### src/rtl/hw_imp_pkg.sv
// hw_imp_pkg: shared constants, state enum and register bit positions for hw_imp_core
package hw_imp_pkg;
  localparam logic [31:0] DELTA = 32'h9E3779B9;
  localparam int NUM_CYCLES = 32;
  typedef enum logic [1:0] {LOAD, RUN, DONE} state_t;
  localparam int ST_DONE = 0;
  localparam int ST_BUSY = 1;
  localparam int ST_MODE = 2;
  localparam int CTL_CLEAR = 0;
  localparam int CTL_MODE = 1;
  function automatic logic [31:0] mix(input logic [31:0] v);
    return ((v << 4) ^ (v >> 5)) + v;
  endfunction
endpackage

### src/rtl/hw_imp_core_xtea_round.sv
// xtea_round: one combinational XTEA cycle (two Feistel half-rounds) on a 64-bit block
// ports: v0/v1 block halves, sum running schedule value, key 4x32 key words,
//        mode 0 encrypt / 1 decrypt, v0_n/v1_n/sum_n updated values
module xtea_round
  import hw_imp_pkg::*;
(
  input  logic [31:0]       v0,
  input  logic [31:0]       v1,
  input  logic [31:0]       sum,
  input  logic [3:0][31:0]  key,
  input  logic              mode,
  output logic [31:0]       v0_n,
  output logic [31:0]       v1_n,
  output logic [31:0]       sum_n
);
  logic [31:0] e_v0, e_v1, e_sum, d_v0, d_v1, d_sum;
  always_comb begin
    e_v0 = v0 + (mix(v1) ^ (sum + key[sum[1:0]]));
    e_sum = sum + DELTA;
    e_v1 = v1 + (mix(e_v0) ^ (e_sum + key[e_sum[12:11]]));
    d_v1 = v1 - (mix(v0) ^ (sum + key[sum[12:11]]));
    d_sum = sum - DELTA;
    d_v0 = v0 - (mix(d_v1) ^ (d_sum + key[d_sum[1:0]]));
    v0_n = mode ? d_v0 : e_v0;
    v1_n = mode ? d_v1 : e_v1;
    sum_n = mode ? d_sum : e_sum;
  end
endmodule

### src/rtl/hw_imp_core.sv
// hw_imp_core: Avalon-MM XTEA accelerator encrypting two 64-bit ECB blocks in parallel
// ports: clk, reset (synchronous, active-low), address (0 control/status, 1 data port),
//        write/writedata, read/readdata (combinational, 0 unless a read is accepted),
//        waitrequest (stalls data-port transfers while the engine runs)
// build option: HW_IMP_DECRYPT_EN makes control bit1 select decryption
module hw_imp_core
  import hw_imp_pkg::*;
#(
  parameter int NUM_CYCLES = hw_imp_pkg::NUM_CYCLES
) (
  input  logic        clk,
  input  logic        reset,
  input  logic        address,
  input  logic        write,
  input  logic [31:0] writedata,
  input  logic        read,
  output logic [31:0] readdata,
  output logic        waitrequest
);
  localparam int RW = $clog2(NUM_CYCLES + 1);
  state_t state, state_n;
  logic [2:0] wcnt;
  logic [1:0] rcnt;
  logic [RW-1:0] rnd;
  logic [3:0][31:0] txt, key;
  logic [31:0] sum, a0, a1, b0, b1, sum_a, unused_sum_b, status;
  logic done, mode, last, crd, cwr, clr, drd, dwr;
  always_comb begin
    crd = read && !address;
    cwr = write && !address;
    clr = cwr && writedata[CTL_CLEAR];
    drd = read && address && state == DONE;
    // a data write alongside a data read is dropped so the read wins
    dwr = write && address && !read && state == LOAD;
    last = rnd == RW'(NUM_CYCLES - 1);
    waitrequest = state == RUN && address && (read || write);
    status = '0;
    status[ST_DONE] = done;
    status[ST_BUSY] = state == RUN;
    status[ST_MODE] = mode;
    readdata = crd ? status : drd ? txt[rcnt] : '0;
    state_n = clr ? LOAD
            : dwr && wcnt == 3'd7 ? RUN
            : state == RUN && last ? DONE
            : drd && rcnt == 2'd3 ? LOAD
            : state;
  end
  xtea_round u_a (
    .v0(txt[0]), .v1(txt[1]), .sum(sum), .key(key), .mode(mode),
    .v0_n(a0), .v1_n(a1), .sum_n(sum_a)
  );
  xtea_round u_b (
    .v0(txt[2]), .v1(txt[3]), .sum(sum), .key(key), .mode(mode),
    .v0_n(b0), .v1_n(b1), .sum_n(unused_sum_b)
  );
  always_ff @(posedge clk) begin
    if (!reset) begin
      state <= LOAD;
      wcnt <= '0;
      rcnt <= '0;
      rnd <= '0;
      txt <= '0;
      key <= '0;
      sum <= '0;
      done <= 1'b0;
    end else begin
      state <= state_n;
      if (clr) begin
        wcnt <= '0;
        rcnt <= '0;
        rnd <= '0;
        done <= 1'b0;
      end else begin
        if (dwr) begin
          wcnt <= wcnt + 3'd1;
          if (wcnt[2]) key[wcnt[1:0]] <= writedata;
          else txt[wcnt[1:0]] <= writedata;
          if (wcnt == 3'd7) begin
            rnd <= '0;
            sum <= mode ? DELTA * NUM_CYCLES : '0;
          end
        end
        if (state == RUN) begin
          txt <= {b1, b0, a1, a0};
          sum <= sum_a;
          rnd <= rnd + 1'b1;
          if (last) done <= 1'b1;
        end
        if (drd) begin
          rcnt <= rcnt + 2'd1;
          if (rcnt == 2'd3) done <= 1'b0;
        end
      end
    end
  end
`ifdef HW_IMP_DECRYPT_EN
  always_ff @(posedge clk) begin
    if (!reset) mode <= 1'b0;
    else if (cwr) mode <= writedata[CTL_MODE];
  end
`else
  assign mode = 1'b0;
`endif
endmodule

### config.mk
export PLATFORM = sky130hd
export DESIGN_NAME = hw_imp_core
export DESIGN_NICKNAME = d
export VERILOG_FILES = /design/src/rtl/hw_imp_pkg.sv /design/src/rtl/hw_imp_core_xtea_round.sv /design/src/rtl/hw_imp_core.sv
export SDC_FILE = /design/constraint.sdc
export NUM_CORES = 2
export LEC_CHECK = 0
export ABC_CLOCK_PERIOD_IN_PS = 11700
export CAP_MARGIN = 5
export CORE_AREA = 4 4 287 289
export DETAILED_ROUTE_END_ITERATION = 8
export DIE_AREA = 0 0 291 293
export PLACE_DENSITY = 0.52
export SLEW_MARGIN = 20
export SYNTH_ARGS = -nofsm -noshare
export SYNTH_HDL_FRONTEND = slang
export SYNTH_SLANG_ARGS = --single-unit
### constraint.sdc
create_clock -name clk -period 11.7 [get_ports clk]
set_input_delay 2.34 -clock clk [delete_from_list [all_inputs] [get_ports clk]]
set_output_delay 2.34 -clock clk [all_outputs]
set_load 0.01 [all_outputs]
==> flow_metrics.py <==
metrics = {
    "drt": {
        "drc": 0,
        "vias": 29500,
        "via_per_inst": 5.91,
        "wl_per_cell_um": 22.9,
        "antenna_left": 0,
        "totalWireLength_mm": 115,
        "drt_first_pass_iters": 6,
        "drtIter0Drc": 2116,
    },
    "yosys": {
        "synthSimpleGateAreaFrac_pct": 15.9,
        "synth_xor_area_share_pct": 14.9,
        "synthArstFlopShare_pct": 0,
        "synth_compound_area_share_pct": 25.8,
        "synth_top_family_by_area": "compound AO/OA/AOI/OAI gates",
        "synthesis.nets": 4321,
        "ys_seq_area_share_pct": 19.1,
        "synth-seq-cells": 302,
        "synthMuxAreaShare_pct": 7.11,
        "netlist_area_mm2": 0.0317,
        "synthCells": 3936,
        "synth_adder_area_share_pct": 14.0,
        "synth.avg_cell_area_um2": 8.04,
        "yosys.cell_types.count": 81,
        "synth_edf_count": 0,
        "yosys_warnings": 0,
        "synth_ff_type": "dfxtp_1",
    },
    "global_routing": {
        "overflow": 0,
        "grt_pass1_vias": 28400,
        "grt_max_degree": 212,
        "grt_usage_pct": 25.9,
        "antenna_found_initial": 0,
        "grt_pass1_wl_mm": 172,
    },
    "cells_and_area": {
        "num-nets-final": 4293,
        "n_antenna_cell": 0,
        "drive_above_1_share_pct": 6.17,
        "fillerInstances": 8224,
        "syn2layout_area_growth_pct": 9.92,
    },
    "timing": {
        "fin_tns_setup_ns": 0,
        "holdWs_ns": 0.477,
        "slew_headroom_pct": 25.4,
        "worst_pin_slew_ns": 1.12,
        "finalSetupViolCount": 0,
        "maxClockFrequency_mhz": 95.6,
        "post-route-period-util_pct": 89.4,
        "hold_viol": 0,
        "rsz0062_at_grt": "false",
        "drv_slew": 0,
        "fin_crit_ns": 10.46,
        "fin_worst_skew_ns": 0.0213,
    },
    "cts": {
        "path_clk_slew_ns": 0.06,
        "cts.sinks": 302,
        "cts.root.buffer_cell": "clkbuf_16",
        "ctsLongestPathBuffers": 3,
        "cts_hold_buf": 0,
        "clock_latency_ns": 0.60,
        "htreeDepth": 2,
        "cts_tree": "done",
        "postCtsSetupBuffers": 0,
        "numCtsBuffers": 42,
        "ctsResizeCount": 0,
    },
    "status": {
        "outcome": "complete, no violations",
    },
    "power_and_ir_drop": {
        "power_leakage_uw": 0.0152,
        "p_seq_share_pct": 36.6,
        "swShare_pct": 28.6,
        "combPwrFrac_pct": 14.8,
        "p_clk_share_pct": 48.5,
        "internal_power_uw": 2040,
        "power_density_mw_per_mm2": 82.1,
        "p_switching_uw": 817,
        "irDropWorstVdd_mv": 0.0905,
    },
    "worst_setup_path": {
        "worst_path_largest_cell_delay_ns": 0.61,
        "cp-start-kind": "register",
        "required_ns": 12.17,
        "crit_path_end_kind": "register",
        "crit_path_max_fanout": 27,
        "cp_common_cell": "xnor2_1",
        "crit_slowest_cell": "mux4_2",
        "worstSetupPathType": "reg2reg",
        "arrival_ns": 10.93,
    },
    "floorplan": {
        "initial_utilization_pct": 39.6,
        "die_x_um": 291,
        "die_y_um": 293,
        "std_cell_rows": 104,
        "io_pins": 70,
        "coreArea_mm2": 0.0799,
        "design.die.area_mm2": 0.0853,
    },
    "place": {
        "port_buffers": 69,
        "routabilityCongestion": 0.961,
        "dp_hpwl_mm": 89.2,
    },
    "run": {
        "cap_violations": 0,
    },
    "hold_path": {
        "hold_class": "reg2reg",
    },
}
## worst paths after layout
kind / from / to / slack (ns) / depth (start not counted)
max: sum[0]$_SDFFE_PN0P_ / txt[63]$_SDFFE_PN0P_ / 1.24 / 41
min: key[121]$_SDFFE_PN0P_ / key[121]$_SDFFE_PN0P_ / 0.48 / 2
min reg2reg: key[121]$_SDFFE_PN0P_ / key[121]$_SDFFE_PN0P_ / 0.48 / 2
max reg2reg: sum[0]$_SDFFE_PN0P_ / txt[63]$_SDFFE_PN0P_ / 1.24 / 41
## layout make-up
cell class	instances	area, um2	area share (%)
Clock buffer	60	1220	3.51
Multi-Input combinational cell	3363	24700	70.9
Clock inverter	13	215	0.618
Timing Repair Buffer	97	930	2.67
Inverter	102	383	1.10
Sequential cell	302	6050	17.4
Tap cell	1060	1330	3.81
## per-layer routing
metal	up-vias	GRT usage, %	routed length, um
li1	14200	-	-
met1	14200	37.2	53800
met2	928	41.5	50500
met3	169	2.94	7310
met4	0	6.67	3010
met5	-	0	0
## synth_stat cells (16+ instances only)
cell type,number,area (um2)
xnor2_1,304,2660
nand2b_1,46,288
ha_1,338,4230
a21oi_1,320,1600
nor2b_1,58,363
a31oi_1,113,707
dfxtp_1,302,6050
nand2_1,534,2000
a22oi_1,23,173
a211oi_1,26,195
xor2_1,213,1870
inv_1,102,383
o21bai_1,40,300
o211ai_1,26,195
and3_1,28,175
nand4_1,25,156
nor3_1,46,230
nor2_1,200,751
buf_1,16,60.1
mux4_2,95,2140
o21ai_0,270,1350
and2_1,51,319
o21a_1,39,293
clkbuf_1,151,567
a21boi_0,143,1070
a21o_1,135,1010
nand3_1,68,340
## power by group through the flow
stage          combinational, uW  sequential (uW)  clock, uW
2_1_floorplan                303             1060          0
3_3_place_gp                 417             1070          0
3_5_place_dp                 416             1070          0
4_1_cts                      419             1050       1420
5_1_grt                      462             1050       1450
6_report                     423             1050       1390
## state kept, by name (all words and copies together) (netlist names)
signal and flops:
done 1, state 2, key 128, rnd 6, sum 32, wcnt 3
txt 128, rcnt 2
## metrics by stage
stage | instances | power, uW | cell area [um2] | utilization (%) | worst slack [ns]
2_1_floorplan | 3936 | 1370 | 31700 | - | 2.53
3_3_place_gp | 4923 | 1490 | 33300 | 41.7 | 1.26
3_5_place_dp | 4923 | 1480 | 33300 | 41.7 | 1.19
4_1_cts | 4996 | 2880 | 34800 | 43.5 | 1.17
5_1_grt | 4997 | 2960 | 34800 | 43.6 | 0.388
6_report | 4997 | 2860 | 34800 | 43.6 | 1.24
## critical path: cells and delay by family (launching register included)
| family | cells | cell delay (ns) |
|---|---|---|
| xor gates and xnor gates | 9 | 2.01 |
| and+or+nand+nor | 12 | 2.07 |
| buffers and inverters | 1 | 0.53 |
| adders and majority gates | 4 | 1.55 |
| AOI/OAI and AO/OA | 14 | 2.96 |
| muxes | 1 | 0.61 |
| DFF | 1 | 0.54 |
## cells by family (layout without fill, tap and decap cells)
group	Yosys count	after routing
AO/OA/AOI/OAI	1273	1273
XOR/XNOR	525	525
adder cells (fa/ha/maj)	348	348
buffers and inverters	271	272
flip-flops	302	302
multiplexers	106	106
AND/OR/NAND/NOR	1111	1111
## placed cells by master (no fill, tap or decap), drive strengths merged, types with 12 or more instances in the layout
cell type	count
a21oi	321
nand2	534
o21bai	40
clkdlybuf4s50	68
nand3	68
and3	28
xnor2	304
mux4	95
a21o	135
xor2	214
clkbuf	61
nand2b	46
ha	338
nor2	200
o21ai	277
a21boi	143
a211oi	26
buf	28
and2	51
or3	13
dfxtp	302
o31ai	12
a22oi	23
inv	102
o211ai	26
nand4	25
nor3	46
nor2b	58
a31oi	113
o221a	12
o21a	39
(Power assumes the default switching activity.)
